<file path="src/rtl/rr_mux_select_arbiter_pkg.sv">
// Shared definitions for the round-robin mux-select arbiter.
// Holds the source index constants, the default data width and the
// grant decision helper used by the top-level arbiter.
package rr_mux_select_arbiter_pkg;

  localparam logic SRC_IN0 = 1'b0;
  localparam logic SRC_IN1 = 1'b1;

  localparam int DEFAULT_WIDTH = 8;

  // Chooses the source to grant this cycle. Under contention the source
  // that was not served last wins. With no requester the grant rests on
  // in0, so select idles at 0.
  function automatic logic pickGrant(input logic valid0, input logic valid1,
                                     input logic lastGrant);
    if (valid0 && valid1) begin
      return ~lastGrant;
    end
    if (valid1) begin
      return SRC_IN1;
    end
    return SRC_IN0;
  endfunction

endpackage

</file>
<file path="src/rtl/twox1mux.sv">
// Single-bit 2:1 multiplexer.
// Ports:
//   in0, in1 - data inputs
//   select   - 0 picks in0, 1 picks in1
//   out      - selected bit
module twox1mux (
  input  logic in0,
  input  logic in1,
  input  logic select,
  output logic out
);

  assign out = select ? in1 : in0;

endmodule

</file>
<file path="src/rtl/rr_mux_select_arbiter.sv">
// Two-input round-robin arbiter driving the select of a bank of twox1mux
// cells, followed by a one-entry output register with valid/ready flow.
// Ports:
//   clock, reset                    - clock, async active-high reset
//   in0_valid/in0_data/in0_ready    - source 0 valid/ready channel
//   in1_valid/in1_data/in1_ready    - source 1 valid/ready channel
//   select                          - grant driven to the mux bank
//   out_valid/out_data/out_src      - registered output word and its source
//   out_ready                       - downstream accept
module rr_mux_select_arbiter
  import rr_mux_select_arbiter_pkg::*;
#(
  parameter int WIDTH = DEFAULT_WIDTH
) (
  input  logic             clock,
  input  logic             reset,
  input  logic             in0_valid,
  input  logic [WIDTH-1:0] in0_data,
  output logic             in0_ready,
  input  logic             in1_valid,
  input  logic [WIDTH-1:0] in1_data,
  output logic             in1_ready,
  output logic             select,
  output logic             out_valid,
  output logic [WIDTH-1:0] out_data,
  output logic             out_src,
  input  logic             out_ready
);

  logic             outValid_q, outValid_d;
  logic [WIDTH-1:0] outData_q,  outData_d;
  logic             outSrc_q,   outSrc_d;
  logic             lastGrant_q, lastGrant_d;

  logic             grant;
  logic             loadEn;
  logic             accept;
  logic [WIDTH-1:0] muxOut;

  // The register can take a new word when it is empty or being drained
  // in the same cycle.
  assign loadEn = !outValid_q || out_ready;

  assign grant = pickGrant(in0_valid, in1_valid, lastGrant_q);

  // Select is forced to in0 while reset is held so the mux path is quiet.
  assign select    = reset ? SRC_IN0 : grant;
  assign in0_ready = loadEn && (grant == SRC_IN0) && in0_valid && !reset;
  assign in1_ready = loadEn && (grant == SRC_IN1) && in1_valid && !reset;
  assign accept    = in0_ready || in1_ready;

  // One mux cell per data bit, all steered by the shared select.
  for (genvar i = 0; i < WIDTH; i++) begin : g_mux
    twox1mux u_mux (
      .in0    (in0_data[i]),
      .in1    (in1_data[i]),
      .select (select),
      .out    (muxOut[i])
    );
  end

  // Next-state for the output register and the round-robin pointer. The
  // pointer only moves when a word is actually accepted.
  always_comb begin
    outValid_d  = outValid_q;
    outData_d   = outData_q;
    outSrc_d    = outSrc_q;
    lastGrant_d = lastGrant_q;
    if (accept) begin
      outValid_d  = 1'b1;
      outData_d   = muxOut;
      outSrc_d    = grant;
      lastGrant_d = grant;
    end else if (out_ready) begin
      outValid_d = 1'b0;
    end
  end

  // Pointer resets to in1 so that in0 wins the first contention.
  always_ff @(posedge clock or posedge reset) begin
    if (reset) begin
      outValid_q  <= 1'b0;
      outData_q   <= '0;
      outSrc_q    <= SRC_IN0;
      lastGrant_q <= SRC_IN1;
    end else begin
      outValid_q  <= outValid_d;
      outData_q   <= outData_d;
      outSrc_q    <= outSrc_d;
      lastGrant_q <= lastGrant_d;
    end
  end

  assign out_valid = outValid_q;
  assign out_data  = outData_q;
  assign out_src   = outSrc_q;

endmodule

</file>
<file path="config.mk">
export PLATFORM = sky130hd
export DESIGN_NAME = rr_mux_select_arbiter
export DESIGN_NICKNAME = d
export VERILOG_FILES = /design/src/rtl/rr_mux_select_arbiter_pkg.sv /design/src/rtl/twox1mux.sv /design/src/rtl/rr_mux_select_arbiter.sv
export SDC_FILE = /design/constraint.sdc
export NUM_CORES = 1
export LEC_CHECK = 0
export BUFFER_PORTS_ARGS = -buffer_cell sky130_fd_sc_hd__buf_2
export CORE_MARGIN = 2
export CORE_UTILIZATION = 46
export CTS_CLUSTER_SIZE = 8
export DETAILED_ROUTE_END_ITERATION = 10
export PLACE_DENSITY_LB_ADDON = 0.25
export SYNTH_ARGS = -nofsm -noshare
export SYNTH_HDL_FRONTEND = slang
export SYNTH_SLANG_ARGS = --single-unit
</file>
<file path="constraint.sdc">
create_clock -name clock -period 3.24 [get_ports clock]
set_input_delay 0.486 -clock clock [delete_from_list [all_inputs] [get_ports clock]]
set_output_delay 0.486 -clock clock [all_outputs]
set_load 0.005 [all_outputs]
</file>
==> results of run 1 <==
## worst max-delay path: cells and delay by family (launching register included)
family	cells	cell delay (ns)
flip-flops	1	0.38
buffers and inverters	1	0.12
AND/OR/NAND/NOR	3	0.67
## layer usage
| layer | routed length [µm] | GRT usage | share of wire |
|---|---|---|---|
| met1 | 693 | 0.227 | 0.43 |
| met2 | 773 | 0.341 | 0.48 |
| met3 | 116 | 0.0522 | 0.072 |
| met4 | 29 | 0.0968 | 0.018 |
| met5 | 0 | 0 | 0 |
## power groups by stage
stage	registers [µW]	logic, µW	clock network (µW)
final	179	121	97.3
after global routing	183	134	108
after CTS	179	123	97.6
after detailed placement	182	122	0
after global placement	181	120	0
after floorplan	183	73.5	0
## placed cells by master (no fill, tap or decap), types with 2 or more instances in the layout
| cell type | synthesis | final |
|---|---|---|
| clkbuf_4 | 0 | 3 |
| a31oi_2 | 8 | 8 |
| nor2_1 | 3 | 3 |
| dfrtp_1 | 10 | 10 |
| nand3_1 | 10 | 10 |
| o21ai_0 | 9 | 9 |
| buf_2 | 0 | 33 |
| a31oi_1 | 9 | 9 |
| inv_1 | 2 | 2 |
## kinds of logic (layout without fill, tap and decap cells)
family	Yosys count	after routing	synth area share
AOI/OAI and AO/OA	29	29	0.341
buffers and inverters	8	40	0.0690
DFF	11	11	0.423
and+or+nand+nor	20	20	0.167
## sequential cells by signal, indices dropped and copies added, names as in the netlist
name	flops
out_src	1
lastGrant_q	1
out_valid	1
out_data	8
## how the worst max path moves through the flow
stage / endpoint / startpoint
6_report: in1_ready / out_valid$_DFFE_PP0P_
5_1_grt: in0_ready / out_valid$_DFFE_PP0P_
4_1_cts: in1_ready / out_valid$_DFFE_PP0P_
3_5_place_dp: in0_ready / out_ready
3_3_place_gp: in1_ready / out_ready
2_1_floorplan: in0_ready / reset
## metrics by stage
step	cell area [µm²]	hold slack, ns
CTS	833	0.215
floorplan	653	0.479
global route	833	0.234
detailed placement	807	0.482
finish	833	0.208
global placement	807	0.489
## area by class of cell
| class | instances | share of cell area |
|---|---|---|
| clock buffers | 4 | 0.0315 |
| multi-input cells | 49 | 0.398 |
| repair buffers | 34 | 0.207 |
| flip-flops and latches | 11 | 0.332 |
| inverters | 2 | 0.00901 |
| well taps | 15 | 0.0225 |
==> run_results.csv, run 1 <==
group,metric,value,unit
logic_synthesis,synth_area,653,µm²
clocking,clkSlewWorstSetupHoldPaths,0.07,ns
global_routing,grt_antenna_before_repair,0,
finish,fin_util,0.632,
logic_synthesis,syn_nets,89,
route,drtIter0Drc,13,
critical_path,slowest_delay,0.38,ns
logic_synthesis,postSynthCellCount,68,
power,intPower,270,µW
power,vdd_drop_max,230,µV
finish,fin_cells,115,
global_routing,grt_pass1_vias,603,
logic_synthesis,synth_cell_type_count,21,
die,die_x,41.7,µm
finish,register_area,277,µm²
clocking,cts_buffer_depth,2,
critical_path,crit_type,"flop to output pin",
finish,drive_above_1_share,0.470,
logic_synthesis,avgSynthCellArea,9.60,µm²
timing,rsz0062_at_grt,"no",
global_routing,grt_remaining_overflow,0,
logic_synthesis,synth_area_leaders,"dfrtp_1 38%, a31oi_2 15%, a31oi_1 8.6%",
critical_path,rr_endpoint,"out_data[4]$_DFFE_PP0P_",
timing,maxSlewHeadroom,0.633,
route,routedWlPerCell,14.0,µm
die,rows,13,
finish,fill_cells,130,
place,portBuffers,33,
clocking,cts_buffers,3,
logic_synthesis,synth_commonest_cells,"10 x dfrtp_1, 10 x nand3_1, 9 x a31oi_1, 9 x o21ai_0, 8 x a31oi_2",
clocking,cts.sinks,11,
timing,final_max_slew_viol_count,0,
hold_path,hold_path.class,"input pin to async pin",
route,vias,661,
timing,hold_viol,0,
power,pwr-share-clk,0.245,
timing,tightest_slew,0.550,ns
power,p_switching,128,µW
clocking,cts_setup_buffers,0,
logic_synthesis,synth_warnings,0,
place,dp_slack,1.39,ns
die,design.die.area,1740,µm²
timing,finalSetupTns,0,ns
timing,setup_viol,0,
critical_path,cp_cell_sequence,"nand2b_1, nand3_1, nor2_1, buf_2",
critical_path,cp_max_fo,13,
global_routing,grt_pass1_wl,2650,µm
timing,setup_ws,1.32,ns
timing,fin_crit_sh,0.594,
critical_path,worstPathRequired,2.75,ns
global_routing,grt_max_degree,14,
power,power.leakage,0.000364,µW
logic_synthesis,ys.flop_type,"dfrtp_1",
global_routing,grtUsageTotal,0.199,
timing,finClkSkew,0.00228,ns
timing,period_needed,1.92,ns
die,ios,34,
route,drc,0,
clocking,cts_tree,"built",
place,place_hpwl,1210,µm
logic_synthesis,async_flop_share,1.00,
clocking,cts_hold_buf,0,
timing,max_freq,520,MHz
place,place_inst,111,
power,p_per_area,477,nW/µm²
flow_run,maxCapViolations,0,
route,drt_wl_total,1610,µm
finish,n_antenna_cell,0,
place,gp_congestion,0.733,
finish,multi_input_area,332,µm²
power,seqPwrFrac,0.450,
finish,fin_nets,122,
power,swShare,0.322,
logic_synthesis,synth_edf_count,0,
critical_path,cp-start-kind,"flop",
clocking,cts_resized,0,
clocking,htree_levels,1,
power,p_comb_frac,0.305,
critical_path,reg2reg_depth,3,
clocking,cts-root-buf,"clkbuf_4",
route,drtPass1Iterations,4,
logic_synthesis,yosysTopAreaCellShare,0.383,
critical_path,r2r_start,"out_valid$_DFFE_PP0P_",
finish,areaGrowthSynthToFinish,27.6,%
logic_synthesis,ys_seq_elements,11,
clocking,clk_latency,0.27,ns
die,start_util,0.496,
power,power.total,397,µW
die,core,1320,µm²
critical_path,cp_slowest_cell,"dfrtp_1",
status,status,"finished clean",
die,die_h,41.7,µm
critical_path,worstPathArrival,1.44,ns
route,vias_per_cell,5.75,
critical_path,r2r_slack,1.91,ns
critical_path,critPathCaptureType,"output pin",
route,drt.antenna.violating_nets,0,
logic_synthesis,ys_seq_area_frac,0.423,
logic_synthesis,synth_top_area_cell,"dfrtp_1",
Note: power is estimated with default switching activity, not from simulation.
==> run 2: changes to the inputs <==
--- a/config.mk
+++ b/config.mk
@@ -5,9 +5,10 @@
 export SDC_FILE = /design/constraint.sdc
 export NUM_CORES = 1
 export LEC_CHECK = 0
+export ABC_AREA = 1
 export BUFFER_PORTS_ARGS = -buffer_cell sky130_fd_sc_hd__buf_2
 export CORE_MARGIN = 2
-export CORE_UTILIZATION = 46
+export CORE_UTILIZATION = 43
 export CTS_CLUSTER_SIZE = 8
 export DETAILED_ROUTE_END_ITERATION = 10
 export PLACE_DENSITY_LB_ADDON = 0.25
==> constraint.sdc (replaced) <==
create_clock -name clock -period 1.8 [get_ports clock]
set_input_delay 0.27 -clock clock [delete_from_list [all_inputs] [get_ports clock]]
set_output_delay 0.27 -clock clock [all_outputs]
set_load 0.005 [all_outputs]
==> run_results.csv, run 2 <==
group,metric,value,unit
global_routing,grt_pass1_wl,2230,µm
finish,fill_cells,141,
power,power.leakage,0.000530,µW
critical_path,critPathCaptureType,"output pin",
clocking,clk_latency,0.26,ns
logic_synthesis,synth_cell_type_count,15,
power,vdd_drop_max,402,µV
finish,final_cell_mix,"36 x nand2_1, 33 x buf_2, 10 x nand3_1, 10 x dfrtp_1, 8 x nand4_1",
finish,layout_commonest_cell,"nand2_1",
logic_synthesis,synth_edf_count,0,
finish,drive_above_1_share,0.380,
finish,fin_nets,143,
global_routing,grt_remaining_overflow,0,
critical_path,worstPathArrival,1.41,ns
power,intPower,486,µW
place,gp_congestion,0.779,
logic_synthesis,yosysMostFrequentCell,"nand2_1",
power,pwr-share-clk,0.235,
logic_synthesis,synth_top_family_by_area,"simple AND/OR/NAND/NOR gates",
timing,period_needed,1.68,ns
clocking,cts_buffers,3,
die,die_x,43.0,µm
logic_synthesis,ys_seq_elements,11,
power,seqPwrFrac,0.463,
clocking,cts_resized,0,
timing,setup_viol,0,
clocking,cts.sinks,11,
logic_synthesis,synth_warnings,0,
die,rows,14,
die,die_h,43.0,µm
global_routing,grt_pass1_vias,557,
route,routedWlPerCell,11.0,µm
die,design.die.area,1850,µm²
timing,final_max_slew_viol_count,0,
critical_path,crit_type,"flop to output pin",
logic_synthesis,avgSynthCellArea,7.79,µm²
logic_synthesis,synthXorXnorAreaFrac,0,
place,place_hpwl,1140,µm
critical_path,cp-start-kind,"flop",
timing,whs,0.195,ns
logic_synthesis,synth_top_area_cell,"dfrtp_1",
route,drtPass1Iterations,4,
clocking,cts-root-buf,"clkbuf_4",
route,vias,672,
place,portBuffers,33,
power,swShare,0.317,
timing,max_freq,596,MHz
die,ios,34,
route,vias_per_cell,4.91,
power,p_switching,226,µW
global_routing,grtUsageTotal,0.164,
power,p_per_area,836,nW/µm²
logic_synthesis,async_flop_share,1.00,
logic_synthesis,yosysTopAreaCellShare,0.382,
logic_synthesis,synth-simple-area-share,0.424,
logic_synthesis,synth_commonest_cells,"36 x nand2_1, 10 x dfrtp_1, 10 x nand3_1",
logic_synthesis,synth_compound_area_frac,0.0402,
die,start_util,0.445,
timing,finalSetupTns,0,ns
finish,areaGrowthSynthToFinish,30.0,%
finish,n_antenna_cell,0,
route,drtIter0Drc,6,
timing,finClkSkew,0.00304,ns
clocking,cts_buffer_depth,2,
timing,rsz0062_at_grt,"no",
logic_synthesis,ys_seq_area_frac,0.423,
logic_synthesis,ys.flop_type,"dfrtp_1",
global_routing,grt_max_degree,12,
logic_synthesis,synth_area_leaders,"dfrtp_1 38%, nand2_1 21%, nand3_1 7.6%",
clocking,htree_levels,1,
logic_synthesis,muxShareOfSynthArea,0,
power,p_comb_frac,0.302,
place,dpl_cell_area,815,µm²
critical_path,worstPathRequired,1.53,ns
route,drt_wl_total,1510,µm
finish,largest_register_ffs,8,
hold_path,hold_path.class,"input pin to async pin",
die,core,1470,µm²
timing,hold_viol,0,
timing,tightest_slew,0.276,ns
status,status,"finished clean",
logic_synthesis,synthAdderAreaFrac,0,
finish,fin_area,851,µm²
route,drc,0,
flow_run,maxCapViolations,0,
route,drt.antenna.violating_nets,0,
logic_synthesis,synth_area,654,µm²
logic_synthesis,postSynthCellCount,84,
logic_synthesis,syn_nets,105,
clocking,clkSlewWorstSetupHoldPaths,0.07,ns
timing,fin_crit_sh,0.932,
critical_path,cp_max_fo,11,
clocking,cts_tree,"built",
timing,maxSlewHeadroom,0.816,
global_routing,grt_antenna_before_repair,0,
## run 2: changes by cell type after synthesis, moves of 4 or more
cell	before	now
o21ai_0	9	0
nand4_1	0	8
inv_1	2	6
a31oi_1	9	0
nand2_1	1	36
a31oi_2	8	0
## run 2: kinds of logic (layout without fill, tap and decap cells)
group | count (synthesis) | count (layout)
buffers and inverters | 11 | 48
AND/OR/NAND/NOR | 59 | 59
flip-flops | 11 | 11
AO/OA/AOI/OAI | 3 | 3
## run 2: cell type report
| cell class | count | area (µm²) | area share |
|---|---|---|---|
| Sequential cell | 11 | 277 | 0.325 |
| Timing Repair Buffer | 37 | 198 | 0.232 |
| Tap cell | 16 | 20.0 | 0.0235 |
| Clock buffer | 4 | 26.3 | 0.0309 |
| Multi-Input combinational cell | 62 | 304 | 0.357 |
| Inverter | 7 | 26.3 | 0.0309 |
## run 2: worst paths after layout
check                                                to  cells past startpoint               startpoint  slack [ns]
worst max register to register  out_data[1]$_DFFE_PP0P_                      6  lastGrant_q$_DFFE_PP1P_        0.59
worst min register to register  lastGrant_q$_DFFE_PP1P_                      2  lastGrant_q$_DFFE_PP1P_        0.50
worst min-delay path              out_valid$_DFFE_PP0P_                      3                    reset        0.20
min in group clock              out_data[3]$_DFFE_PP0P_                      5              in0_data[3]        0.28
max in group asynchronous       out_data[0]$_DFFE_PP0P_                      3                    reset        1.06
worst max-delay path                          in1_ready                      6  lastGrant_q$_DFFE_PP1P_        0.12
## run 2: critical path: stages (launching register included)
cell and delay, ns:
dfstp_2 0.56, nand2_4 0.10, nand2_4 0.09, inv_2 0.04, nand2_2 0.17, inv_1 0.06
buf_2 0.12
## run 2: routing by layer
layer	share of wire	wire length [µm]	vias up	global-route usage
li1	-	-	347	-
met1	0.46	700	305	0.203
met2	0.49	734	18	0.267
met3	0.040	61	2	0.0383
met4	0.0093	14	0	0.0788
met5	0	0	-	0
## run 2: power by group through the flow
stage,logic (µW),clock network [µW],registers [µW]
finish,215,167,329
CTS,217,171,330
global placement,213,0,332
floorplan,123,0,339
global route,241,187,336
detailed placement,214,0,335
## run 2: timing repair
action	CTS	global route
endpoints found under the hold margin	2	0
hold buffers	1	0
endpoints found under the setup margin	0	0
buffers inserted	0	0
## run 2: metrics by stage
stage,std cells,power [µW],setup WS (ns),util
after floorplan,84,462,0.576,-
after detailed placement,132,549,0.408,0.554
after global routing,137,764,0.0572,0.578
after global placement,132,545,0.441,0.554
after CTS,137,718,0.122,0.578
final,137,712,0.123,0.578
==> run 3: changes to the inputs <==
--- a/config.mk
+++ b/config.mk
@@ -9,6 +9,7 @@
 export BUFFER_PORTS_ARGS = -buffer_cell sky130_fd_sc_hd__buf_2
 export CORE_MARGIN = 2
 export CORE_UTILIZATION = 43
+export CTS_BUF_LIST = sky130_fd_sc_hd__clkbuf_8 sky130_fd_sc_hd__clkbuf_16
 export CTS_CLUSTER_SIZE = 8
 export DETAILED_ROUTE_END_ITERATION = 10
 export PLACE_DENSITY_LB_ADDON = 0.25
==> constraint.sdc (replaced) <==
create_clock -name clock -period 1.87 [get_ports clock]
set_input_delay 0.2805 -clock clock [delete_from_list [all_inputs] [get_ports clock]]
set_output_delay 0.2805 -clock clock [all_outputs]
set_load 0.005 [all_outputs]
==> run_results.csv, run 3 (synthesized netlist as in run 2, its figures left out) <==
group,metric,value,unit
status,status,"finished clean",
timing,setup_viol,0,
timing,finalSetupTns,0,ns
power,power.leakage,0.000537,µW
timing,period_needed,1.65,ns
finish,fin_cells,136,
critical_path,slowest_delay,0.55,ns
die,die_x,43.0,µm
timing,finClkSkew,0.00208,ns
critical_path,cp_max_fo,11,
finish,layout_commonest_cell,"nand2_1",
clocking,cts_setup_buffers,0,
die,core,1470,µm²
route,routedWlPerCell,11.0,µm
die,die_h,43.0,µm
finish,final_cell_mix,"36 x nand2_1, 33 x buf_2, 10 x nand3_1, 10 x dfrtp_1, 8 x nand4_1",
route,drt.antenna.violating_nets,0,
power,vdd_drop_max,546,µV
finish,areaGrowthSynthToFinish,31.4,%
critical_path,path_buf_inv,3,
die,rows,14,
power,seqPwrFrac,0.425,
clocking,cts.sinks,11,
place,portBuffers,33,
route,vias,674,
clocking,cts_resized,0,
global_routing,grt_remaining_overflow,0,
place,gp_congestion,0.757,
timing,final_max_slew_viol_count,0,
power,intPower,528,µW
critical_path,critical-path-top-delay-family,"flip-flops",
die,design.die.area,1850,µm²
global_routing,grt_max_degree,12,
power,p_per_area,868,nW/µm²
timing,whs,0.0133,ns
critical_path,worstPathRequired,1.59,ns
timing,tightest_slew,0.338,ns
critical_path,crit_type,"flop to output pin",
clocking,cts-root-buf,"clkbuf_8",
route,drtPass1Iterations,4,
critical_path,cp-start-kind,"flop",
place,place_inst,132,
power,swShare,0.292,
power,p_comb_frac,0.277,
global_routing,grt_pass1_vias,573,
finish,n_antenna_cell,0,
global_routing,grt_pass1_wl,2500,µm
critical_path,worstPathArrival,1.37,ns
global_routing,grtUsageTotal,0.181,
finish,drive_above_1_share,0.383,
finish,fin_nets,142,
timing,maxSlewHeadroom,0.775,
die,ios,34,
timing,max_freq,606,MHz
clocking,clk_latency,0.23,ns
route,vias_per_cell,4.96,
clocking,cts_tree,"built",
critical_path,cp_cell_sequence,"nand2_4, nand2_4, inv_2, nand2_2, inv_1, buf_2",
route,drc,0,
clocking,htree_levels,1,
hold_path,hold_path.class,"input pin to async pin",
die,start_util,0.445,
place,place_hpwl,1130,µm
clocking,cts_buffer_depth,2,
global_routing,grt_antenna_before_repair,0,
clocking,cts_buffers,3,
power,pwr-share-clk,0.298,
timing,rsz0062_at_grt,"no",
power,p_switching,218,µW
critical_path,critPathCaptureType,"output pin",
clocking,clkSlewWorstSetupHoldPaths,0.05,ns
route,drt_wl_total,1490,µm
timing,hold_viol,0,
critical_path,cp_slowest_cell,"dfstp_2",
clocking,cts_hold_buf,0,
timing,fin_crit_sh,0.882,
finish,largest_register_ffs,8,
critical_path,crit_path_frequent_cell,"nand2_4",
route,drtIter0Drc,12,
flow_run,maxCapViolations,0,
[run 3: changes by cell type in the layout (fill, tap and decap cells not counted)]
| cell | previous run | this run |
|---|---|---|
| clkbuf_8 | 0 | 3 |
| dlygate4sd3_1 | 1 | 0 |
| clkbuf_4 | 3 | 0 |
| clkbuf_1 | 1 | 0 |
| inv_1 | 6 | 7 |
[run 3: power by group through the flow]
| stage | clock network [µW] | logic, µW | registers, µW |
|---|---|---|---|
| after floorplan | 0 | 118 | 326 |
| after global placement | 0 | 205 | 320 |
| after detailed placement | 0 | 207 | 321 |
| after CTS | 228 | 209 | 318 |
| after global routing | 241 | 235 | 326 |
| final | 222 | 207 | 317 |
[run 3: area by class of cell]
type	count	area [µm²]
flip-flops and latches	11	277
inverters	7	26.3
repair buffers	36	188
fillers	154	612
clock inverters	1	3.75
multi-input cells	62	304
well taps	16	20.0
clock buffers	3	41.3
[run 3: final timing paths]
path	startpoint	endpoint	slack, ns	cells after the start
hold reg to reg	lastGrant_q$_DFFE_PP1P_	lastGrant_q$_DFFE_PP1P_	0.48	2
setup / recovery	lastGrant_q$_DFFE_PP1P_	in1_ready	0.22	6
setup reg to reg	lastGrant_q$_DFFE_PP1P_	out_data[6]$_DFFE_PP0P_	0.66	6
hold / removal	reset	out_data[0]$_DFFE_PP0P_	0.01	2
min in group clock	in0_data[3]	out_data[3]$_DFFE_PP0P_	0.33	5
max in group asynchronous	reset	lastGrant_q$_DFFE_PP1P_	1.36	3
[run 3: worst register-to-register path: stages, from the launching register on]
cell and delay, ns:
dfstp_2 0.55, nand2_4 0.10, nand2_4 0.10, inv_2 0.04
nand2_2 0.18, nand3_1 0.11, nand2_1 0.08
[run 3: stage by stage]
step | utilization | area (µm²) | total power, µW | setup slack (ns)
after floorplan | - | 654 | 445 | 0.635
after global placement | 0.554 | 815 | 524 | 0.496
after detailed placement | 0.554 | 815 | 528 | 0.466
after CTS | 0.584 | 860 | 754 | 0.219
after global routing | 0.584 | 860 | 802 | 0.135
final | 0.584 | 860 | 746 | 0.221
[run 3: metal layers]
layer / up-vias / track usage / wire length (µm)
li1: 347 / - / -
met1: 297 / 0.230 / 660
met2: 28 / 0.291 / 717
met3: 2 / 0.0596 / 93
met4: 0 / 0.0545 / 23
met5: - / 0 / 0
